$ cat src/rtl/mips_pkg.sv
`default_nettype none
// Shared MIPS pipeline definitions: fetch FSM state type and architectural constants.
package mips_pkg;

  typedef enum logic [0:0] {
    FETCH = 1'b0,
    READY = 1'b1
  } fetch_state_t;

  localparam logic [31:0] MIPS_RESET_PC  = 32'h0000_0000;
  localparam logic [31:0] MIPS_PC_STEP   = 32'd4;
  localparam logic [31:0] MIPS_NOP_INSTR = 32'h0000_0000;

endpackage
`default_nettype wire

$ cat src/rtl/if_fetch_unit.sv
`default_nettype none
// if_fetch_unit: IF stage; owns the PC, fetches over a req/ack handshake with
// variable-latency imem, redirects on taken branches and squashes in-flight fetches.
module if_fetch_unit
  import mips_pkg::*;
#(
  parameter logic [31:0] RESET_PC  = MIPS_RESET_PC,
  parameter logic [31:0] PC_STEP   = MIPS_PC_STEP,
  parameter logic [31:0] NOP_INSTR = MIPS_NOP_INSTR
) (
  input  logic        clk,
  input  logic        rst,
  input  logic        freeze,
  input  logic        br_taken,
  input  logic [31:0] br_addr,
  output logic        imem_req,
  output logic [31:0] imem_addr,
  input  logic        imem_ack,
  input  logic [31:0] imem_rdata,
  output logic [31:0] pc_out,
  output logic [31:0] instruction_out,
  output logic        fetch_busy
);

  fetch_state_t state, state_nxt;
  logic [31:0]  pc, pc_nxt;
  logic [31:0]  tgt, tgt_nxt;
  logic         squash, squash_nxt;
  logic [31:0]  inst_buf, inst_buf_nxt;

  always_ff @(posedge clk or posedge rst) begin
    if (rst) begin
      state    <= FETCH;
      pc       <= RESET_PC;
      tgt      <= RESET_PC;
      squash   <= 1'b0;
      inst_buf <= NOP_INSTR;
    end else begin
      state    <= state_nxt;
      pc       <= pc_nxt;
      tgt      <= tgt_nxt;
      squash   <= squash_nxt;
      inst_buf <= inst_buf_nxt;
    end
  end

  always_comb begin
    state_nxt    = state;
    pc_nxt       = pc;
    tgt_nxt      = tgt;
    squash_nxt   = squash;
    inst_buf_nxt = inst_buf;
    unique case (state)
      FETCH: begin
        if (imem_ack) begin
          // A branch arriving with the ack is newer than any pending target.
          if (br_taken) begin
            pc_nxt     = br_addr;
            squash_nxt = 1'b0;
          end else if (squash) begin
            pc_nxt     = tgt;
            squash_nxt = 1'b0;
          end else begin
            inst_buf_nxt = imem_rdata;
            state_nxt    = READY;
          end
        end else if (br_taken) begin
          // The open transaction must complete at its original address first.
          squash_nxt = 1'b1;
          tgt_nxt    = br_addr;
        end
      end
      READY: begin
        if (br_taken) begin
          pc_nxt    = br_addr;
          state_nxt = FETCH;
        end else if (!freeze) begin
          pc_nxt    = pc + PC_STEP;
          state_nxt = FETCH;
        end
      end
      default: state_nxt = FETCH;
    endcase
  end

  // Request is gated by rst so it drops the moment reset asserts.
  assign imem_req        = (state == FETCH) && !rst;
  assign imem_addr       = pc;
  assign pc_out          = pc + PC_STEP;
  assign instruction_out = (state == READY) ? inst_buf : NOP_INSTR;
  assign fetch_busy      = (state == FETCH);

  ack_only_with_req: assert property (@(posedge clk) disable iff (rst) imem_ack |-> imem_req);

endmodule
`default_nettype wire

$ cat config.mk
export PLATFORM = sky130hd
export DESIGN_NAME = if_fetch_unit
export DESIGN_NICKNAME = d
export VERILOG_FILES = /design/src/rtl/mips_pkg.sv /design/src/rtl/if_fetch_unit.sv
export SDC_FILE = /design/constraint.sdc
export NUM_CORES = 1
export LEC_CHECK = 0
export CORE_MARGIN = 2
export CORE_UTILIZATION = 30
export CTS_CLUSTER_DIAMETER = 50
export DETAILED_ROUTE_END_ITERATION = 8
export SLEW_MARGIN = 20
export SYNTH_ARGS = -nofsm -noshare
export SYNTH_HDL_FRONTEND = slang
export SYNTH_SLANG_ARGS = --single-unit
$ cat constraint.sdc
create_clock -name clk -period 3.14 [get_ports clk]
set_clock_uncertainty 0.2 [all_clocks]
set_input_delay 0.628 -clock clk [delete_from_list [all_inputs] [get_ports clk]]
set_output_delay 0.628 -clock clk [all_outputs]
set_load 0.005 [all_outputs]
# Word-level counts from Yosys, hierarchy flattened
# Index checks and enable logic that the tools add are counted.
word_totals:
  ff_bits: 98
  inputBits: 69
  output_inout_bits: 98
  wordCells: 35
op_classes:
  add_sub_neg: 1
  n_eq_ne: 3
  n_mux: 15
  bitwise_logic: 4
  reduce_logical: 7
ops:
  columns: ["cell", "n"]
  rows:
  - ["$mux W32", 6]
  - ["$pmux W32 S2", 1]
  - ["$add A32 B3 Y32 const B", 1]
  - ["$mux W1", 7]
  - ["$reduce_and A3 Y1", 2]
  - ["$not A1 Y1", 4]
  - ["$reduce_and A4 Y1", 1]
  - ["$ne A3 B2 Y1 const B", 1]
  - ["$ne A3 B3 Y1 const B", 1]
  - ["$ne A2 B2 Y1 const B", 1]
  - ["$pmux W1 S2", 1]
  - ["$reduce_and A2 Y1", 1]
  - ["$reduce_bool A2 Y1", 1]
  - ["$logic_and A1 B1 Y1", 1]
  - ["$logic_not A1 Y1", 1]

# Depth between registers and ports, before layout
# Gate-level depths: netlist of the first run.
depth:
  word_depth: 4
  mapped_depth: 8
  depth_no_buf: 6

# Worst setup path after synthesis of the first run
# OpenSTA, ideal clock, no wires.
synth_path:
  path_kind: "register to output"
  from: "register pc[2] (netlist: imem_addr[2])"
  to: "output pc_out[28]"
  t_arrival_ns: 1.676
  t_required_ns: 2.312
  setup_slack_ns: 0.636
  stages_incl_launch_ff: 6
  path_buffers: 0
  cell_sequence: "dfrtp_1 -> ha_1 -> nand2_1 -> nor4_4 -> and4_1 -> xor2_1"
synth_between:
  elab_chain_len: 1
synth_rtl:
  columns: ["element", "line_no", "source"]
  rows:
  - ["start, declared", "if_fetch_unit.sv:26", "logic [31:0] pc, pc_nxt;"]
  - ["start signal, assigned", "if_fetch_unit.sv:40", "pc <= pc_nxt;"]
  - ["$add A32 B3 Y32", "if_fetch_unit.sv:89", "assign pc_out = pc + PC_STEP;"]
  - ["end, declared", "if_fetch_unit.sv:20", "output logic [31:0] pc_out,"]
# Every way passes these cells.

# Worst setup path after layout of the first run
layout_path:
  from: "register pc[4] (netlist: imem_addr[4])"
  to: "output pc_out[15]"
# Same word-level chain as after synthesis.

==> metrics, run 1 <==
outcome complete, no violations; first-pass GRT wire length 26700 um; num rows 48; RSZ-0062 raised after global routing no; detailed-route DRC error count 0; Core ar. 17300 sq um; Post-Route WL 17100 um; Chip Width 137 um; synthesized area 5300 sq um; Hold/Removal Path Class flop to flop; Power Total 4.70 mW; grt met1 use 22.8%; clk root buf clkbuf_16; worst setup margin 0.101 ns; count of different cell masters after synthesis 56; Max stage delay cell, worst path clkdlybuf4s50_1; cell mode on critical path buf_4; share of cells above drive strength 1 23.1%; Pwr Density 589 nW/um^2; initial antenna violation count 3; Post-synth EDFFs 0; setup TNS 0 ns; fin crit period 3.04 ns; Vias 4774; worst hold slack 0.276 ns; Tcrit/Tclk final 96.8%; met3 GRT Util 6.96%; met2 Usage GRT 29.8%; CP Class flop to output port; sequential area share after synthesis 46.3%; DPL Wire Length 12000 um; CTS buffer count 9; non-filler instance count after layout 929; clk sink count 98; async set or reset register ratio after synthesis 100%; Post-Synthesis Cells 500; Post-DRT Antenna Nets 0; die area 18700 sq um; Yosys reg bits 98; TritonCTS clock tree done; Top Usage Layer GRT met2; Nets 767; Synthesized Nets 570; Yosys warnings 0; total grt overflow 0; Max Buffers Root-to-Sink 2; via/cell ratio 5.14; Worst Tran Pin Value 0.984 ns; Critical Path RT 2.31 ns; area grow syn2layout 50.6%; average routed wire per standard cell 18.4 um; worst skew pair latency 0.35 ns; CP endpoint kind output port; main flop type after synthesis dfrtp_1; crit path cell chain buf_4 > nand3_4 > nor4_4 > buf_4 > nand2_1 > xnor2_1 > clkdlybuf4s50_1; DP Area 7430 sq um; Filler cells 1660; Initial Utilization 30.6%; Placer Congestion 0.804; htree depth 3; I/O pin total 167; crit path max fanout 5; port bufs 166; startpoint types flop; pre-CTS WS 0.104 ns; Final Instance Area 7980 sq um; Mean Syn Cell Area 10.6 sq um; DR pass1 iterations 5; GRT Total Usage 18.4%; Vert. Die Dim 137 um; Hold Vio Cnt, Final 0; dpl cells 897; CP arrival 2.21 ns; Slew Viols, Final 0; kind of cell adding the most delay to the critical path buffers and inverters; crit path buf inv count 3; final core occ 46.1%; First DRT Iteration DRCs 254; Slew HR 34.1%; Max stage delay on crit path 0.51 ns; max-cap viol count 0; final setup vio count 0; worst vdd ir 267 uV; clock-pin slew of the registers on the worst-case setup and hold paths 0.07 ns; Fmax 329 MHz; largest net degree at the start of global routing 99; vias in the first global route 4859; Leakage 3.45 nW
[cell families (layout without fill, tap and decap cells)]
logic type      Yosys count  in the layout  share of synthesized area [%]
other cells               0              2                              0
xor+xnor                 28             28                           4.63
mux                      68             68                           14.4
simple gates            141            141                           16.4
buf+inv                  46            248                           3.85
flops                    98             98                           46.3
compound gates          118            118                           14.2
fa+ha+maj                 1              1                          0.236
[per-layer routing]
layer  share of wire, %  routed length (um)
met5              0.076                  13
met4                1.2                 210
met3                9.9                1700
met2                 47                8040
met1                 42                7100
[area by class of cell]
class / instances / area [sq um] / share of cell area, %
Timing Repair Buffer: 222 / 2120 / 26.6
Multi-Input combinational cell: 356 / 2760 / 34.5
Inverter: 10 / 41.3 / 0.517
Antenna cell: 2 / 5.00 / 0.0627
Clock inverter: 3 / 46.3 / 0.580
Tap cell: 225 / 282 / 3.53
Clock buffer: 13 / 270 / 3.39
Sequential cell: 98 / 2450 / 30.8
[timing repair]
action | 4_1_cts | 5_1_grt
hold buffers | 0 | 0
pin swaps | 4 | 8
cloned | 0 | 1
endpoints found under the setup margin | 18 | 14
gates resized for setup | 17 | 23
setup buffers | 3 | 10
[power breakdown]
part	switching [mW]	internal [mW]
Clock	0.500	0.686
Sequential	0.231	1.58
Combinational	0.702	1.00
[cells in the final DEF, fill, tap and decap left out, drive strengths merged, types with 2 or more instances in the layout]
cell             n
o31a            10
mux2i            4
clkdlybuf4s50  148
a31oi            5
o31ai            2
o2bb2ai          6
and4             3
dfrtp           98
nor3             4
clkinv           3
nand3           13
clkinvlp         2
a21oi           28
a221oi           5
dlygate4sd2      4
xor2            10
dlymetal6s2s    13
diode            2
buf             57
nor4             7
or3              3
nand4            7
a22oi            5
o21ai           38
o21a             2
xnor2           18
and3            20
and2            33
inv              7
mux2            64
a222oi           4
o22ai            5
nand2           18
a21o             3
nor2            29
clkbuf          13
[cells in the mapped netlist, types with 5 or more instances]
master | n | share of area, %
a21oi_1 | 28 | 2.6
a221oi_1 | 5 | 0.83
a22oi_1 | 5 | 0.71
a31oi_1 | 5 | 0.59
and2_1 | 33 | 3.9
and3_1 | 18 | 2.1
buf_2 | 12 | 1.1
clkbuf_1 | 16 | 1.1
dfrtp_1 | 98 | 46
inv_1 | 8 | 0.57
mux2_1 | 8 | 1.7
mux2_2 | 56 | 12
nand2_1 | 17 | 1.2
nand3_1 | 12 | 1.1
nor2_1 | 28 | 2.0
o21ai_0 | 29 | 2.7
o21ai_1 | 9 | 0.85
o22ai_1 | 5 | 0.59
o2bb2ai_1 | 6 | 0.99
o31a_1 | 9 | 1.5
xnor2_1 | 18 | 3.0
xor2_1 | 10 | 1.7
[registers in the layout, indices dropped and copies added (netlist names)]
name / cells
state: 1
tgt: 32
squash: 1
imem_addr: 32
inst_buf: 32
[path summary, 6_finish.rpt]
kind / start / endpoint / slack, ns / cells after the start
max: imem_addr[4]$_DFFE_PP0P_ / pc_out[15] / 0.10 / 7
min: inst_buf[0]$_DFFE_PP0P_ / inst_buf[0]$_DFFE_PP0P_ / 0.28 / 1
max reg2reg: state$_DFF_PP0_ / imem_addr[10]$_DFFE_PP0P_ / 0.92 / 5
min reg2reg: inst_buf[0]$_DFFE_PP0P_ / inst_buf[0]$_DFFE_PP0P_ / 0.28 / 1
min in group asynchronous: rst / inst_buf[30]$_DFFE_PP0P_ / 0.62 / 3
max in group asynchronous: rst / imem_addr[19]$_DFFE_PP0P_ / 1.68 / 3
No activity file was read; power rests on OpenSTA's default activity.
==> inputs of run 2 (changes only) <==
CTS_BUF_LIST = sky130_fd_sc_hd__clkbuf_4 sky130_fd_sc_hd__clkbuf_8 sky130_fd_sc_hd__clkbuf_16   (was default)
==> metrics, run 2 (synthesized netlist as in run 1, its figures left out) <==
outcome complete, no violations; Chip Width 137 um (unchanged); clock-pin slew of the registers on the worst-case setup and hold paths 0.07 ns (about the same); Pwr Density 591 nW/um^2 (+0.45%); vias in the first global route 4859 (unchanged); Power Total 4.72 mW (+0.45%); final setup vio count 0 (unchanged); Slew Viols, Final 0 (unchanged); crit path cell chain nand4_4 > nor4_4 > buf_4 > nand2_2 > xnor2_1 > clkdlybuf4s50_1; Max stage delay cell, worst path clkdlybuf4s50_1; commonest non-fill, non-tap cell in the layout clkdlybuf4s50_1; largest net degree at the start of global routing 99 (unchanged); Post-Route WL 16900 um (-0.73%); TritonCTS clock tree done; Worst Tran Pin Value 0.975 ns (-0.00920 ns); RSZ-0062 raised after global routing yes; worst skew pair latency 0.35 ns (about the same); Vias 4752 (-0.46%); area grow syn2layout 50.6% (unchanged); initial antenna violation count 3 (unchanged); non-filler instance count after layout 928 (-0.11%); Slew HR 34.7% (+0.62 points); max-cap viol count 0 (unchanged); crit path max fanout 4 (-1); die area 18700 sq um (unchanged); htree depth 3 (unchanged); Hold Vio Cnt, Final 0 (unchanged); CP Class flop to output port; Initial Utilization 30.6% (unchanged); Nets 766 (-0.13%); worst setup margin 0.0688 ns (-0.0318 ns); area occupied by multi-input gates 2760 sq um (+0.18%); Critical Path RT 2.31 ns (about the same); Max stage delay on crit path 0.52 ns (about the same); startpoint types flop; DR pass1 iterations 5 (unchanged); detailed-route DRC error count 0 (unchanged); dpl cells 897 (unchanged); Vert. Die Dim 137 um (unchanged); Leakage 3.43 nW (-0.50%); I/O pin total 167 (unchanged); Placer Congestion 0.804 (unchanged); total grt overflow 0 (unchanged); Post-DRT Antenna Nets 0 (unchanged); flip-flop and latch area 2450 sq um (unchanged); port bufs 166 (unchanged); clk sink count 98 (unchanged); Core ar. 17300 sq um (unchanged); fin crit period 3.07 ns (+0.0318 ns); Max Buffers Root-to-Sink 2 (unchanged); GRT Total Usage 18.4% (+0.047 points); via/cell ratio 5.12 (-0.35%); Filler cells 1662 (+0.12%); clk root buf clkbuf_16; share of cells above drive strength 1 23.1% (+0.033 points); average routed wire per standard cell 18.2 um (-0.62%); most frequent cells in the layout 149 x clkdlybuf4s50_1, 96 x dfrtp_1, 56 x mux2_2, 52 x buf_4, 32 x and2_1; CP arrival 2.24 ns (+0.03 ns); First DRT Iteration DRCs 252 (-0.79%); Hold/Removal Path Class flop to flop; Fmax 326 MHz (-1.0%); CTS buffer count 9 (unchanged); hold buffer count at cts 0 (unchanged); first-pass GRT wire length 26700 um (about the same); Tcrit/Tclk final 97.8% (+1.0 points); worst vdd ir 266 uV (-0.43%); DPL Wire Length 12000 um (unchanged); pre-CTS WS 0.104 ns (unchanged); num rows 48 (unchanged); CP endpoint kind output port
run 2: worst paths after layout:
kind / from / end / slack, ns / depth (start not counted)
setup / recovery: imem_addr[11]$_DFFE_PP0P_ / pc_out[23] / 0.07 / 6
hold / removal: inst_buf[0]$_DFFE_PP0P_ / inst_buf[0]$_DFFE_PP0P_ / 0.28 / 1
setup reg to reg: state$_DFF_PP0_ / imem_addr[10]$_DFFE_PP0P_ / 0.92 / 5
hold reg to reg: inst_buf[0]$_DFFE_PP0P_ / inst_buf[0]$_DFFE_PP0P_ / 0.28 / 1
max in group asynchronous: rst / imem_addr[19]$_DFFE_PP0P_ / 1.68 / 3
min in group asynchronous: rst / inst_buf[30]$_DFFE_PP0P_ / 0.62 / 3
run 2: metrics by stage:
| step | utilization, % | TNS (ns) | hold slack [ns] | instance area (sq um) |
|---|---|---|---|---|
| 2_1_floorplan | - | 0 | 0.249 | 5300 |
| 3_3_place_gp | 42.9 | 0 | 0.259 | 7430 |
| 3_5_place_dp | 42.9 | 0 | 0.268 | 7430 |
| 4_1_cts | 45.3 | 0 | 0.282 | 7830 |
| 5_1_grt | 46.1 | -0.0228 | 0.300 | 7980 |
| 6_report | 46.1 | 0 | 0.276 | 7980 |
run 2: routing by layer:
metal  share of wire, %  GRT usage, %
met1                 41          22.8
met2                 47          29.8
met3                 10          6.89
met4                1.6          5.73
met5              0.077             0
run 2: final cells by class:
class | count | share of cell area [%]
diodes | 2 | 0.0627
clock buffers | 13 | 3.43
clock inverters | 3 | 0.580
inverters | 10 | 0.517
multi-input cells | 356 | 34.6
flip-flops and latches | 98 | 30.8
well taps | 225 | 3.53
repair buffers | 221 | 26.5
run 2: critical path: cells and delay by family (launching register included):
family / cells / cell delay (ns)
xor gates and xnor gates: 1 / 0.15
and+or+nand+nor: 3 / 0.63
buffers and inverters: 2 / 0.70
DFF: 1 / 0.40
run 2: what timing repair did:
action,CTS,global route
resized for setup,17,23
setup buffers,4,8
setup endpoints to repair,18,14
gates cloned,0,1
pin swaps,4,10
run 2: power by group:
group / total [mW] / switching, mW / internal (mW) / leakage (nW)
Clock: 1.19 / 0.497 / 0.694 / 0.155
Combinational: 1.72 / 0.704 / 1.01 / 2.10
Sequential: 1.81 / 0.230 / 1.58 / 1.17
Total: 4.72 / 1.43 / 3.29 / 3.43
